### src/rtl/alu_mdu.sv
// Iterative multiply/divide unit with HI/LO result registers (MIPS-style MDU).
// One radix-2 step per cycle; signed ops run on magnitudes and are fixed up in a final cycle.
module alu_mdu #(
  parameter int DATA_WIDTH    = 32,
  parameter int CTR_BUS_WIDTH = 3
) (
  input  logic                     clk,
  input  logic                     reset,
  input  logic                     start,
  input  logic [CTR_BUS_WIDTH-1:0] op_code,
  input  logic [DATA_WIDTH-1:0]    data_a,
  input  logic [DATA_WIDTH-1:0]    data_b,
  output logic [DATA_WIDTH-1:0]    hi,
  output logic [DATA_WIDTH-1:0]    lo,
  output logic                     busy,
  output logic                     done
);

  localparam int W  = DATA_WIDTH;
  localparam int CW = $clog2(W + 1);
  localparam logic [CW-1:0] CNT_INIT = CW'(W);
  localparam logic [CTR_BUS_WIDTH-1:0] OP_MULT  = CTR_BUS_WIDTH'(3'b000);
  localparam logic [CTR_BUS_WIDTH-1:0] OP_MULTU = CTR_BUS_WIDTH'(3'b001);
  localparam logic [CTR_BUS_WIDTH-1:0] OP_DIV   = CTR_BUS_WIDTH'(3'b010);
  localparam logic [CTR_BUS_WIDTH-1:0] OP_DIVU  = CTR_BUS_WIDTH'(3'b011);
  localparam logic [CTR_BUS_WIDTH-1:0] OP_MTHI  = CTR_BUS_WIDTH'(3'b100);
  localparam logic [CTR_BUS_WIDTH-1:0] OP_MTLO  = CTR_BUS_WIDTH'(3'b101);

  typedef enum logic [1:0] {IDLE, RUN, FIX} state_t;

  state_t          state, state_nxt;
  logic [CW-1:0]   cnt;
  logic [W-1:0]    acc_hi, acc_lo, opnd_b;
  logic            op_div, neg_res, neg_rem;

  logic            is_mul, is_dv, signed_op, sign_a, sign_b, launch, div_zero;
  logic [W:0]      mul_sum, div_shift, div_diff;
  logic [W-1:0]    step_hi, step_lo, fix_hi, fix_lo;
  logic [2*W-1:0]  fix_prod;

  function automatic logic [W-1:0] cond_neg(input logic [W-1:0] v, input logic neg);
    return neg ? -v : v;
  endfunction

  function automatic logic [2*W-1:0] cond_neg_wide(input logic [2*W-1:0] v, input logic neg);
    return neg ? -v : v;
  endfunction

  always_comb begin
    is_mul    = start && (op_code == OP_MULT || op_code == OP_MULTU);
    is_dv     = start && (op_code == OP_DIV  || op_code == OP_DIVU);
    signed_op = (op_code == OP_MULT) || (op_code == OP_DIV);
    sign_a    = signed_op && data_a[W-1];
    sign_b    = signed_op && data_b[W-1];
    launch    = (state == IDLE) && (is_mul || (is_dv && data_b != '0));
    div_zero  = (state == IDLE) && is_dv && (data_b == '0);
  end

  always_comb begin
    state_nxt = state;
    case (state)
      IDLE:    if (launch) state_nxt = RUN;
      RUN:     if (cnt == CW'(1)) state_nxt = FIX;
      FIX:     state_nxt = IDLE;
      default: state_nxt = IDLE;
    endcase
  end

  // One radix-2 step: shift-add multiply or restoring divide on the shared accumulator.
  always_comb begin
    mul_sum   = {1'b0, acc_hi} + (acc_lo[0] ? {1'b0, opnd_b} : '0);
    div_shift = {acc_hi, acc_lo[W-1]};
    div_diff  = div_shift - {1'b0, opnd_b};
    step_hi   = mul_sum[W:1];
    step_lo   = {mul_sum[0], acc_lo[W-1:1]};
    if (op_div) begin
      if (!div_diff[W]) begin
        step_hi = div_diff[W-1:0];
        step_lo = {acc_lo[W-2:0], 1'b1};
      end else begin
        step_hi = div_shift[W-1:0];
        step_lo = {acc_lo[W-2:0], 1'b0};
      end
    end
  end

  always_comb begin
    fix_prod = cond_neg_wide({acc_hi, acc_lo}, neg_res);
    fix_hi   = op_div ? cond_neg(acc_hi, neg_rem) : fix_prod[2*W-1:W];
    fix_lo   = op_div ? cond_neg(acc_lo, neg_res) : fix_prod[W-1:0];
  end

  // Datapath working registers: no reset, only meaningful between launch and FIX.
  always_ff @(posedge clk) begin
    if (launch) begin
      acc_hi  <= '0;
      acc_lo  <= cond_neg(data_a, sign_a);
      opnd_b  <= cond_neg(data_b, sign_b);
      op_div  <= is_dv;
      neg_res <= sign_a ^ sign_b;
      neg_rem <= sign_a;
    end else if (state == RUN) begin
      acc_hi <= step_hi;
      acc_lo <= step_lo;
    end
  end

  always_ff @(posedge clk) begin
    if (reset) begin
      state <= IDLE;
      cnt   <= '0;
      hi    <= '0;
      lo    <= '0;
      done  <= 1'b0;
    end else begin
      state <= state_nxt;
      done  <= 1'b0;
      case (state)
        IDLE: begin
          if (launch) cnt <= CNT_INIT;
          if (div_zero) begin
            hi   <= data_a;
            lo   <= '1;
            done <= 1'b1;
          end
          if (start && op_code == OP_MTHI) hi <= data_a;
          if (start && op_code == OP_MTLO) lo <= data_a;
        end
        RUN: cnt <= cnt - CW'(1);
        FIX: begin
          hi   <= fix_hi;
          lo   <= fix_lo;
          done <= 1'b1;
        end
        default: ;
      endcase
    end
  end

  assign busy = (state != IDLE);

endmodule

### config.mk
export PLATFORM = sky130hd
export DESIGN_NAME = alu_mdu
export DESIGN_NICKNAME = d
export VERILOG_FILES = /design/src/rtl/alu_mdu.sv
export SDC_FILE = /design/constraint.sdc
export NUM_CORES = 1
export LEC_CHECK = 0
export CORE_MARGIN = 3
export CORE_UTILIZATION = 40
export DETAILED_ROUTE_END_ITERATION = 12
export PLACE_DENSITY = 0.68
export SYNTH_ARGS = -nofsm -noshare
export SYNTH_HDL_FRONTEND = slang
export SYNTH_SLANG_ARGS = --single-unit
### constraint.sdc
create_clock -name clk -period 5.2 [get_ports clk]
set_input_delay 1.04 -clock clk [delete_from_list [all_inputs] [get_ports clk]]
set_output_delay 1.04 -clock clk [all_outputs]
set_load 0.01 [all_outputs]
Yosys cells after proc, flatten, opt, wreduce, memory -nomap -nowiden
Index checks and enable logic that the tools add are counted.
{"block": "word_totals", "register_bits": 172, "output_inout_bits": 66, "wordCells": 85}
{"block": "classes", "n_addsub": 8, "n_eq_ne": 12, "mux": 27, "bitwise": 1, "n_reduce_logical": 26}
{"operator": "32-bit two-way mux", "count": 16}
{"operator": "32-bit negator", "count": 4}
{"operator": "32-bit one-hot mux with 2 select lines", "count": 2}
{"operator": "64-bit two-way mux", "count": 1}
{"operator": "64-bit negator", "count": 1}
{"operator": "32-bit by 32-bit adder with 33-bit output", "count": 1}
{"operator": "33-bit by 32-bit subtractor with 33-bit output", "count": 1}
{"operator": "32-bit zero test", "count": 1}
{"operator": "32-bit nonzero test", "count": 1}
{"operator": "6-bit one-hot mux with 2 select lines", "count": 1}
{"operator": "1-bit logical AND", "count": 10}
{"operator": "2-bit AND reduction", "count": 4}
{"operator": "2-bit nonzero test", "count": 4}
{"operator": "3-bit by 2-bit == test with 1-bit output (second input constant)", "count": 2}
{"operator": "3-bit == test (second input constant)", "count": 2}
{"operator": "6-bit by 1-bit == test with 1-bit output (second input constant)", "count": 1}
{"operator": "6-bit two-way mux", "count": 1}
{"operator": "3-bit by 2-bit inequality test with 1-bit output (second input constant)", "count": 2}
{"operator": "6-bit by 1-bit subtractor with 6-bit output (second input constant)", "count": 1}
{"operator": "1-bit logical OR", "count": 4}
{"operator": "2-bit two-way mux", "count": 2}
{"operator": "2-bit inequality test (second input constant)", "count": 2}
{"operator": "2-bit one-hot mux with 2 select lines", "count": 1}
{"operator": "3-bit by 1-bit == test with 1-bit output (second input constant)", "count": 1}
{"operator": "7 further kinds", "count": 8}

Logic depth before layout (Yosys ltp)
{"block": "logic_depth", "depth_word": 8, "ltp_mapped": 13, "mapped_depth_nobuf": 11}

Least setup slack after synthesis
Ideal clock, no wire load.
{"block": "synth_timing", "path_type": "input port to flip-flop", "from": "input port data_b[0]", "to": "register acc_lo[10], data pin", "setup_time_ps": 322, "arrival_ps": 3634, "t_required_ps": 4878, "path_slack_ps": 1244, "stages": 10, "path_buffers": 2, "path_cell_list": "inv_1 > ha_1 > nor4b_4 > nand4_1 > nor3_1 > or3_1 > inv_1 > clkbuf_1 > clkbuf_1 > a21oi_1"}
{"block": "synth_via", "elab_chain_len": 5}
{"element": "from (decl)", "line_no": "12", "source": "input logic [DATA_WIDTH-1:0] data_b,"}
{"element": "32-bit nonzero test", "line_no": "55", "source": "launch = (state == IDLE) && (is_mul || (is_dv && data_b != '0));"}
{"element": "1-bit logical AND", "line_no": "55"}
{"element": "1-bit logical OR", "line_no": "55"}
{"element": "1-bit logical AND", "line_no": "55"}
{"element": "named net launch", "line_no": "36", "source": "logic is_mul, is_dv, signed_op, sign_a, sign_b, launch, div_zero;"}
{"element": "32-bit two-way mux", "line_no": "95", "source": "if (launch) begin"}
{"element": "to (signal assigned)", "line_no": "97", "source": "acc_lo <= cond_neg(data_a, sign_a);"}
{"element": "to (signal assigned)", "line_no": "104", "source": "acc_lo <= step_lo;"}
{"element": "to (decl)", "line_no": "33", "source": "logic [W-1:0] acc_hi, acc_lo, opnd_b;"}
The timed path passes the listed nets, and every way through them passes these cells.
A chain may end at the register's enable or synchronous reset.

Worst setup path after layout
{"block": "layout_timing", "from": "input port data_b[7]", "to": "register cnt[4]"}
{"block": "layout_via", "elab_chain_len": 6}
{"element": "32-bit nonzero test", "line_no": "55"}
{"element": "1-bit logical AND", "line_no": "55"}
{"element": "1-bit logical OR", "line_no": "55"}
{"element": "1-bit logical AND", "line_no": "55"}
{"element": "2-bit inequality test (no source line)"}
{"element": "2-bit AND reduction (no source line)"}
{"element": "to (signal assigned)", "line_no": "129", "source": "RUN: cnt <= cnt - CW'(1);"}
{"element": "to (decl)", "line_no": "32", "source": "logic [CW-1:0] cnt;"}
No other way between the ends.

==> flow_summary.yaml <==
run_status:
  status: "finished, final reports clean"
power_and_ir_drop:
  powerDensity_mw_per_mm2: 347
  ir_drop_v: 0.000272
  report.power.total_mw: 5.83
  p_leak_nw: 6.36
routing:
  viasPerCell: 6.16
  drt-initial-drc-count: 1540
  ant_nets: 0
  drt-wirelength-per-cell_um: 21.9
  wirelength_um: 52600
  drc: 0
  firstDrtPassIters: 5
  num_vias: 14775
timing:
  finalClockSkew_ns: 0.0215
  fin_setup_tns_ns: 0
  hold_viol: 0
  fin_crit_sh: 0.862
  fin_crit_ns: 4.48
  slew_headroom: 0.271
  fmax_ghz: 0.223
  slew_viol_final: 0
  rsz0062_at_grt: "false"
  tightest_slew_ns: 1.08
  finalSetupViolations: 0
  whs_ns: 0.466
cts:
  postCtsHoldBufs: 0
  cts_inserted_buffers: 17
  htreeDepth: 4
  clk_path_buf_depth: 2
  path_clk_slew_ns: 0.07
  cts_sinks: 172
  postCtsSetupBuffers: 0
  cts-resized-gates: 0
  clk_latency_ns: 0.47
  cts_tree: "built"
  cts_root_buf: "clkbuf_16"
logic_synthesis:
  ys_ff_latch: 172
  synth_area_leaders: "dfxtp_1 15%, edfxtp_1 14%, ha_1 6.1%"
  syn_nets: 1994
  ys_warn_count: 0
  syn_avg_cell_area_um2: 7.81
  yosys-top-cells-count: "185 x nor2_1, 167 x nand2_1, 161 x a21oi_1"
  ys_seq_area_frac: 0.285
  yosysMostFrequentCell: "nor2_1"
  async_flop_share: 0
  synth_edf_count: 67
  synth_top_area_frac: 0.145
  netlist_instances: 1852
  netlist_area_mm2: 0.0145
  ys.flop_type: "dfxtp_1"
  yosysTopAreaCell: "dfxtp_1"
  ys_types: 78
critical_path:
  crit_chain: "clkdlybuf4s50_1 -> or4_4 -> nor4b_4 -> nand4_1 -> nor3_1 -> or3_1 -> clkinv_2 -> nor2_1 -> inv_1 -> buf_4 -> a311oi_1"
  cp-start-kind: "primary input"
  path_max_fanout: 44
  path_delay_family: "simple AND/OR/NAND/NOR gates"
  worst-path-buf-inv: 4
  path_class: "in -> reg"
  worst_ep_required_time_ns: 5.56
  cpPeakStageDelay_ns: 0.54
  r2r_slack_ns: 1.18
  r2r-start: "acc_lo[31]"
  end_kind: "register"
  worstReg2RegEnd: "acc_hi[9]"
  worstPathArrival_ns: 4.84
  cpMaxStageDelayCell: "or4_4"
  rr_worst_depth: 12
floorplanning:
  die-area_mm2: 0.0385
  initial_core_util: 0.412
  num_io_pins: 136
  rows: 68
  core_mm2: 0.0351
  die_y_um: 196
  die_w_um: 196
cells_and_area:
  n_antenna_cell: 0
  fin_nets: 2074
  drive_gt1_frac: 0.0566
  area_growth_pct: 16.2
  postLayoutCoreUtil: 0.479
placement:
  dpl.hpwl_um: 40300
  gp_congestion: 0.958
  portBuffers: 135
grt:
  grt_first_pass_wirelength_um: 80800
  grt_max_degree: 63
  grt_pass1_vias: 13828
  grt_usage: 0.265
  grt_overflow_total: 0
  antenna_found_initial: 1
hold_path:
  hold_path_class: "reg -> reg"
  hp-start: "hi[0]"
  min_delay_path_depth: 2
  hold_end: "hi[0]"
flow_run:
  drv_cap: 0
[through the flow]
stage,worst slack [ns],area (um2),instances
final,0.719,16800,2400
after global routing,0.521,16800,2400
after CTS,0.808,16800,2400
after detailed placement,0.341,16200,2368
after global placement,0.334,16200,2368
after floorplan,1.24,14500,1852
[worst reg2reg max path, cell delays in order (launching register included)]
cell,delay (ns)
edfxtp_1,0.51
inv_1,0.14
ha_1,0.25
fa_1,0.38
nor2b_1,0.19
o31a_1,0.28
o211ai_1,0.32
and4_1,0.33
o21ai_0,0.16
buf_4,0.24
nand2_1,0.37
o311a_1,0.52
o31ai_1,0.23
[report_power, final]
group          internal (mW)  switching (mW)  leakage (nW)
Sequential              1.56           0.318          1.49
Clock                  0.754           0.594         0.297
Combinational           1.02            1.58          4.57
[worst max-delay path by stage]
stage,to,from,depth (start not counted)
after global routing,cnt[4],data_b[18],11
final,cnt[4],data_b[7],11
after detailed placement,cnt[4],data_b[7],11
after floorplan,acc_lo[10],data_b[0],10
after CTS,cnt[4],data_b[7],11
after global placement,cnt[4],data_b[6],11
[final cells by class]
cell class | count | area (um2)
Fill cell | 3501 | 18300
Clock buffer | 22 | 509
Tap cell | 455 | 569
Timing Repair Buffer | 167 | 1590
Multi-Input combinational cell | 1503 | 9650
Clock inverter | 10 | 101
Inverter | 71 | 268
Sequential cell | 172 | 4110
[registers in the layout, summed over array words and instances (netlist names)]
register,count
hi,32
op_div,1
neg_res,1
done,1
neg_rem,1
state,2
lo,32
opnd_b,32
acc_lo,32
acc_hi,32
cnt,6
[placed cells by master, fill, tap and decap left out, types with 67 or more instances in the layout]
cell type,count
a21oi_1,160
ha_1,70
xnor2_1,80
nor2_1,184
clkdlybuf4s50_1,134
xor2_1,74
inv_1,69
o21ai_0,144
nand2_1,167
dfxtp_1,105
edfxtp_1,67
[per-layer routing]
layer,GRT usage,vias up,part of all wire
li1,-,7024,-
met5,0,-,0.00029
met3,0.0467,92,0.087
met2,0.419,772,0.44
met4,0.110,2,0.040
met1,0.357,6885,0.43
[kinds of logic (layout without fill, tap and decap cells)]
kind of cell	after synthesis	after routing	synth area share
compound gates	610	610	0.274
xor+xnor	154	154	0.0933
fa+ha+maj	72	72	0.0634
buf+inv	177	270	0.0485
flops	172	172	0.285
mux	37	37	0.0258
simple gates	630	630	0.211
No activity file was read; power rests on OpenSTA's default activity.
